$ cat config.mk
export PLATFORM = sky130hd
export DESIGN_NAME = dmem_arbiter
export DESIGN_NICKNAME = d
export VERILOG_FILES = /design/src/rtl/dmem_arbiter.sv
export SDC_FILE = /design/constraint.sdc
export NUM_CORES = 1
export LEC_CHECK = 0
export ABC_CLOCK_PERIOD_IN_PS = 1800
export CORE_ASPECT_RATIO = 0.5
export CORE_MARGIN = 2
export CORE_UTILIZATION = 53
export DETAILED_ROUTE_END_ITERATION = 6
export DONT_BUFFER_PORTS = 1
export HOLD_SLACK_MARGIN = 0.05
export PLACE_DENSITY = 0.71
export SLEW_MARGIN = 20
export SYNTH_ARGS = -nofsm -noshare
export SYNTH_HDL_FRONTEND = slang
export SYNTH_SLANG_ARGS = --single-unit
$ cat constraint.sdc
create_clock -name clock -period 1.8 [get_ports clock]
set_input_delay 0.36 -clock clock [delete_from_list [all_inputs] [get_ports clock]]
set_output_delay 0.36 -clock clock [all_outputs]
set_load 0.02 [all_outputs]
$ cat src/rtl/dmem_arbiter.sv
// Arbitrates the single-port data memory between the EX-stage load/store port
// and a debug/loader requester; core wins by default, debug is forced through after starvation.
module dmem_arbiter #(
  parameter int DMEM_ADDR_WIDTH = 12,
  parameter int DMEM_WORD_WIDTH = 16,
  parameter int STARVE_LIMIT    = 4,
  parameter int CNT_WIDTH       = 3
) (
  input  logic                       clock,
  input  logic                       reset,
  input  logic                       core_rd_en,
  input  logic [DMEM_ADDR_WIDTH-1:0] core_rd_addr,
  input  logic                       core_wr_en,
  input  logic [DMEM_ADDR_WIDTH-1:0] core_wr_addr,
  input  logic [DMEM_WORD_WIDTH-1:0] core_wr_word,
  output logic                       core_stall,
  input  logic                       dbg_req,
  input  logic                       dbg_we,
  input  logic [DMEM_ADDR_WIDTH-1:0] dbg_addr,
  input  logic [DMEM_WORD_WIDTH-1:0] dbg_wdata,
  output logic                       dbg_ack,
  output logic [DMEM_WORD_WIDTH-1:0] dbg_rdata,
  output logic                       dmem_en,
  output logic                       dmem_we,
  output logic [DMEM_ADDR_WIDTH-1:0] dmem_addr,
  output logic [DMEM_WORD_WIDTH-1:0] dmem_wdata,
  input  logic [DMEM_WORD_WIDTH-1:0] dmem_rdata
);

  typedef enum logic {IDLE, DBG_RESP} state_t;

  localparam logic [CNT_WIDTH-1:0] LIMIT = CNT_WIDTH'(STARVE_LIMIT);

  state_t                     state, state_next;
  logic [CNT_WIDTH-1:0]       starve_cnt, starve_next;
  logic                       core_req;
  logic                       dbg_grant;
  logic                       core_grant;
  logic                       resp_read;
  logic [DMEM_WORD_WIDTH-1:0] rdata_hold;

  always_ff @(posedge clock or posedge reset) begin
    if (reset) begin
      state      <= IDLE;
      starve_cnt <= '0;
      resp_read  <= 1'b0;
      rdata_hold <= '0;
    end else begin
      state      <= state_next;
      starve_cnt <= starve_next;
      if (dbg_grant)
        resp_read <= ~dbg_we;
      if (state == DBG_RESP && resp_read)
        rdata_hold <= dmem_rdata;
    end
  end

  // Everything is gated by reset so the macro sees no access while reset is high.
  always_comb begin
    core_req    = core_rd_en | core_wr_en;
    dbg_grant   = 1'b0;
    core_grant  = 1'b0;
    state_next  = state;
    starve_next = starve_cnt;
    dmem_en     = 1'b0;
    dmem_we     = 1'b0;
    dmem_addr   = '0;
    dmem_wdata  = '0;
    core_stall  = 1'b0;
    if (!reset) begin
      case (state)
        IDLE: begin
          if (dbg_req && (!core_req || starve_cnt == LIMIT)) begin
            dbg_grant   = 1'b1;
            starve_next = '0;
            state_next  = DBG_RESP;
          end else begin
            core_grant = core_req;
            if (dbg_req)
              starve_next = (starve_cnt == LIMIT) ? LIMIT : starve_cnt + 1'b1;
            else
              starve_next = '0;
          end
        end
        DBG_RESP: begin
          core_grant  = core_req;
          starve_next = '0;
          state_next  = IDLE;
        end
        default: begin
          state_next  = IDLE;
          starve_next = '0;
        end
      endcase

      if (dbg_grant) begin
        dmem_en    = 1'b1;
        dmem_we    = dbg_we;
        dmem_addr  = dbg_addr;
        dmem_wdata = dbg_we ? dbg_wdata : '0;
        core_stall = core_req;
      end else if (core_grant) begin
        // A simultaneous load+store issues only the store.
        dmem_en    = 1'b1;
        dmem_we    = core_wr_en;
        dmem_addr  = core_wr_en ? core_wr_addr : core_rd_addr;
        dmem_wdata = core_wr_en ? core_wr_word : '0;
      end
    end
  end

  assign dbg_ack   = (state == DBG_RESP);
  assign dbg_rdata = (state == DBG_RESP && resp_read) ? dmem_rdata : rdata_hold;

endmodule

==> metrics.md <==
| Metric | Value |
|---|---|
| Nets | between 200 and 300 |
| DIE WIDTH | 79.8 µm |
| Status | finished with violations |
| R2r setup slk | 230 ps |
| Final setup violation count | 30 |
| Post-DP HPWL | 3210 µm |
| Syn_nets | 262 |
| Starting Density | 57.1% |
| Max FO, Critical Path | 12 |
| DIE HEIGHT | 41.9 µm |
| Pin count of the biggest net entering global routing | 24 |
| Max-Cap Viols | 0 |
| Die Area | ~3300 µm² |
| Synth area leaders | dfrtp_1 34%, mux2_2 12%, nand2_1 8.1% |
| Port Buffers | 0 |
| Setup crit end kind | primary output |
| Yosys cell types | 29 |
| Highest Clock Rate | 0.478 GHz |
| Final worst slack | -293 ps |
| R2r startpoint | starve_cnt[0] |
| Clock buffer depth | 2 |
| Lkg Pwr | ~0.99 nW |
| Post-placement cell area | around 1800 µm² |
| Violated checks | setup timing |
| Power Dens Cells | 983 nW/µm² |
| Antenna-violating nets left | 0 |
| Crit path cell chain | inv_2, ha_4, nand2_1, o22ai_4, buf_12, o32ai_1, buf_4 |
| Row count | 13 |
| Synth Warn # | 0 |
| Period utilization | 116% |
| M2 GR Usage | between 40 and 50% |
| Slowest cell delay on critical path | about 380 ps |
| Clock Tree Root | clkbuf_8 |
| Fin. Hold Viols | 0 |
| Placed insts | 234 |
| Hold Crit Depth | 1 |
| Met3 usage | 10.4% |
| Total grt overflow | 0 |
| Via count | 1499 |
| CP max stage cell | dfrtp_1 |
| Seq/Total Area, Yosys | between 30% and 40% |
| Vias/cell | just over 6 |
| Worst skew pair latency | around 250 ps |
| Fin crit period | about 2100 ps |
| CTS tree | yes |
| Core Footprint | between 2000 and 3000 µm² |
| Mapped cell area | 1520 µm² |
| RSZ-0062 raised after global routing | true |
| Min-Delay Startpoint | dbg_we |
| Final Non-Filler Cells | 242 |
| Worst slew pin tran | 419 ps |
| WS Path Type | reg -> out |
| Routed WL | slightly below 5000 µm |
| Syn_area_per_cell | 8.96 µm² |
| Max IR drop VDD | 1.00 mV |
| Share of cells above drive strength 1 | 42.4% |
| Initial antenna violation count | 0 |
| Gr busiest metal | met2 |
| Number of global-route vias before repair | 1353 |
| DR DRC count | 0 |
| Final Cell Area | between 2000 and 2500 µm² |
| Share of the core filled with cells | 80.8% |
| Hold crit path type | in -> reg |
| Clk_skew | 0.857 ps |
| Area leader, netlist | dfrtp_1 |
| Post-Synthesis Cells | 170 |
| Pins Over Slew Limit | 0 |
| Max-Slew Margin vs Limit | 72.0% |
| Drt pass-1 iters | 4 |
| Clock sink count | 21 |
| Reg clk slew, reported paths | 70 ps |
| H-tree depth | 1 |
| # diodes | 0 |
| #FFs+latches synth | 21 |
| GRT met1 Usage | 29.3% |
| CTS Hold Bufs | 0 |
| IO Count | 138 |
| WP data arrival | 1730 ps |
| Drt initial violations | 83 |
| Worst hold slack | 226 ps |
| Capture point of the worst reg-to-reg path | resp_read |
| Worst Setup Start Kind | register |
| Global-route wire length before repair | 6600 µm |
| Setup TNS | -6690 ps |
| CTS buffer count | 3 |
| WHS Endpoint | resp_read |
| Routability-driven placement congestion ratio | 0.719 |
| Tot GR Track Use | ~25% |
| Area delta synth->final | 41.4% |
| Post-synth top area share | 34.5% |
| Worst EP required | 1440 ps |
| Worst Reg-to-Reg Cells | 7 |
| Routed WL per cell | 19.8 µm |
==> placed cells by master, fill, tap and decap left out, types with 2 or more instances in the layout <==
master,n
buf_12,3
buf_4,41
buf_6,4
clkbuf_8,3
dfrtp_1,21
inv_2,2
mux2_4,17
mux2i_1,12
nand2_1,32
nand2b_1,2
nor2_1,2
nor2b_1,2
o211ai_1,16
o21ai_0,2
o21ai_1,17
o32ai_1,3
o32ai_2,9
==> kinds of logic after synthesis <==
| family | Yosys count | share of synthesized area (%) |
|---|---|---|
| AO/OA/AOI/OAI | 53 | 23.9 |
| adder cells (fa/ha/maj) | 2 | 1.64 |
| buffers and inverters | 21 | 6.57 |
| flip-flops | 21 | 34.5 |
| multiplexers | 29 | 20.7 |
| AND/OR/NAND/NOR | 44 | 12.7 |
==> per-stage QoR <==
stage	power, mW	setup slack, ps
after floorplan	1.42	-159
after global placement	1.57	-192
after detailed placement	1.61	-240
after CTS	2.06	-249
after global routing	2.22	-340
final	2.12	-293
==> worst max path at each step <==
| stage | from | to | depth (start not counted) |
|---|---|---|---|
| finish | starve_cnt[0] | dmem_addr[4] | 7 |
| global route | starve_cnt[0] | dmem_addr[4] | 7 |
| CTS | starve_cnt[0] | dmem_we | 6 |
| detailed placement | starve_cnt[0] | dmem_addr[1] | 6 |
| global placement | starve_cnt[0] | dmem_addr[6] | 6 |
| floorplan | dbg_ack | dmem_addr[10] | 4 |
==> sequential cells by signal, indices dropped and copies added (netlist names) <==
name and flops:
starve_cnt 3, resp_read 1, dbg_ack 1, rdata_hold 16
==> Yosys cell counts <==
cell type	n
a21oi_1	1
ha_1	2
o21ai_0	18
o22ai_1	1
nand2_1	33
nor2b_1	2
dfrtp_1	21
mux2i_1	12
a2bb2oi_1	1
nand3b_1	1
clkbuf_1	8
a22o_1	1
buf_6	1
mux2_4	1
buf_4	1
or3_1	1
buf_2	8
nor4bb_1	1
or2_1	1
o211ai_1	16
o32ai_1	12
o31ai_1	1
inv_1	3
mux2_2	16
a22oi_1	1
nor2_1	2
nor3b_1	1
nand2b_1	2
o21ai_1	1
==> final cells by class <==
type,instances,area (µm²)
fillers,183,513
multi-input cells,128,1080
clock buffers,3,41.3
inverters,3,11.3
flip-flops and latches,21,526
repair buffers,49,440
well taps,37,46.3
clock inverters,1,5.00
==> power breakdown <==
group | total, mW | switching, mW | leakage (nW) | internal (mW)
Sequential | 0.745 | 0.0767 | 0.253 | 0.668
Combinational | 1.08 | 0.614 | 0.709 | 0.467
Clock | 0.292 | 0.138 | 0.0255 | 0.154
Total | 2.12 | 0.829 | 0.987 | 1.29
==> repair_timing <==
action                     in CTS  in global routing
cloned                          1                  0
gates resized for setup        26                 16
pin swaps                       2                  6
setup endpoints to repair      46                 37
buffers inserted                2                  1
==> routing by layer <==
layer	wire length, µm	up-vias
met5	0	-
met4	39	0
met3	467	6
met2	2430	72
met1	1860	724
li1	-	697
==> critical path: cells and delay by family, from the launching register on <==
family / cells / cell delay, ps
AO/OA/AOI/OAI: 2 / 390
flip-flops: 1 / 380
AND/OR/NAND/NOR: 1 / 110
buffers and inverters: 3 / 420
adder cells (fa/ha/maj): 1 / 170
Power figures use the tool's default switching activity.
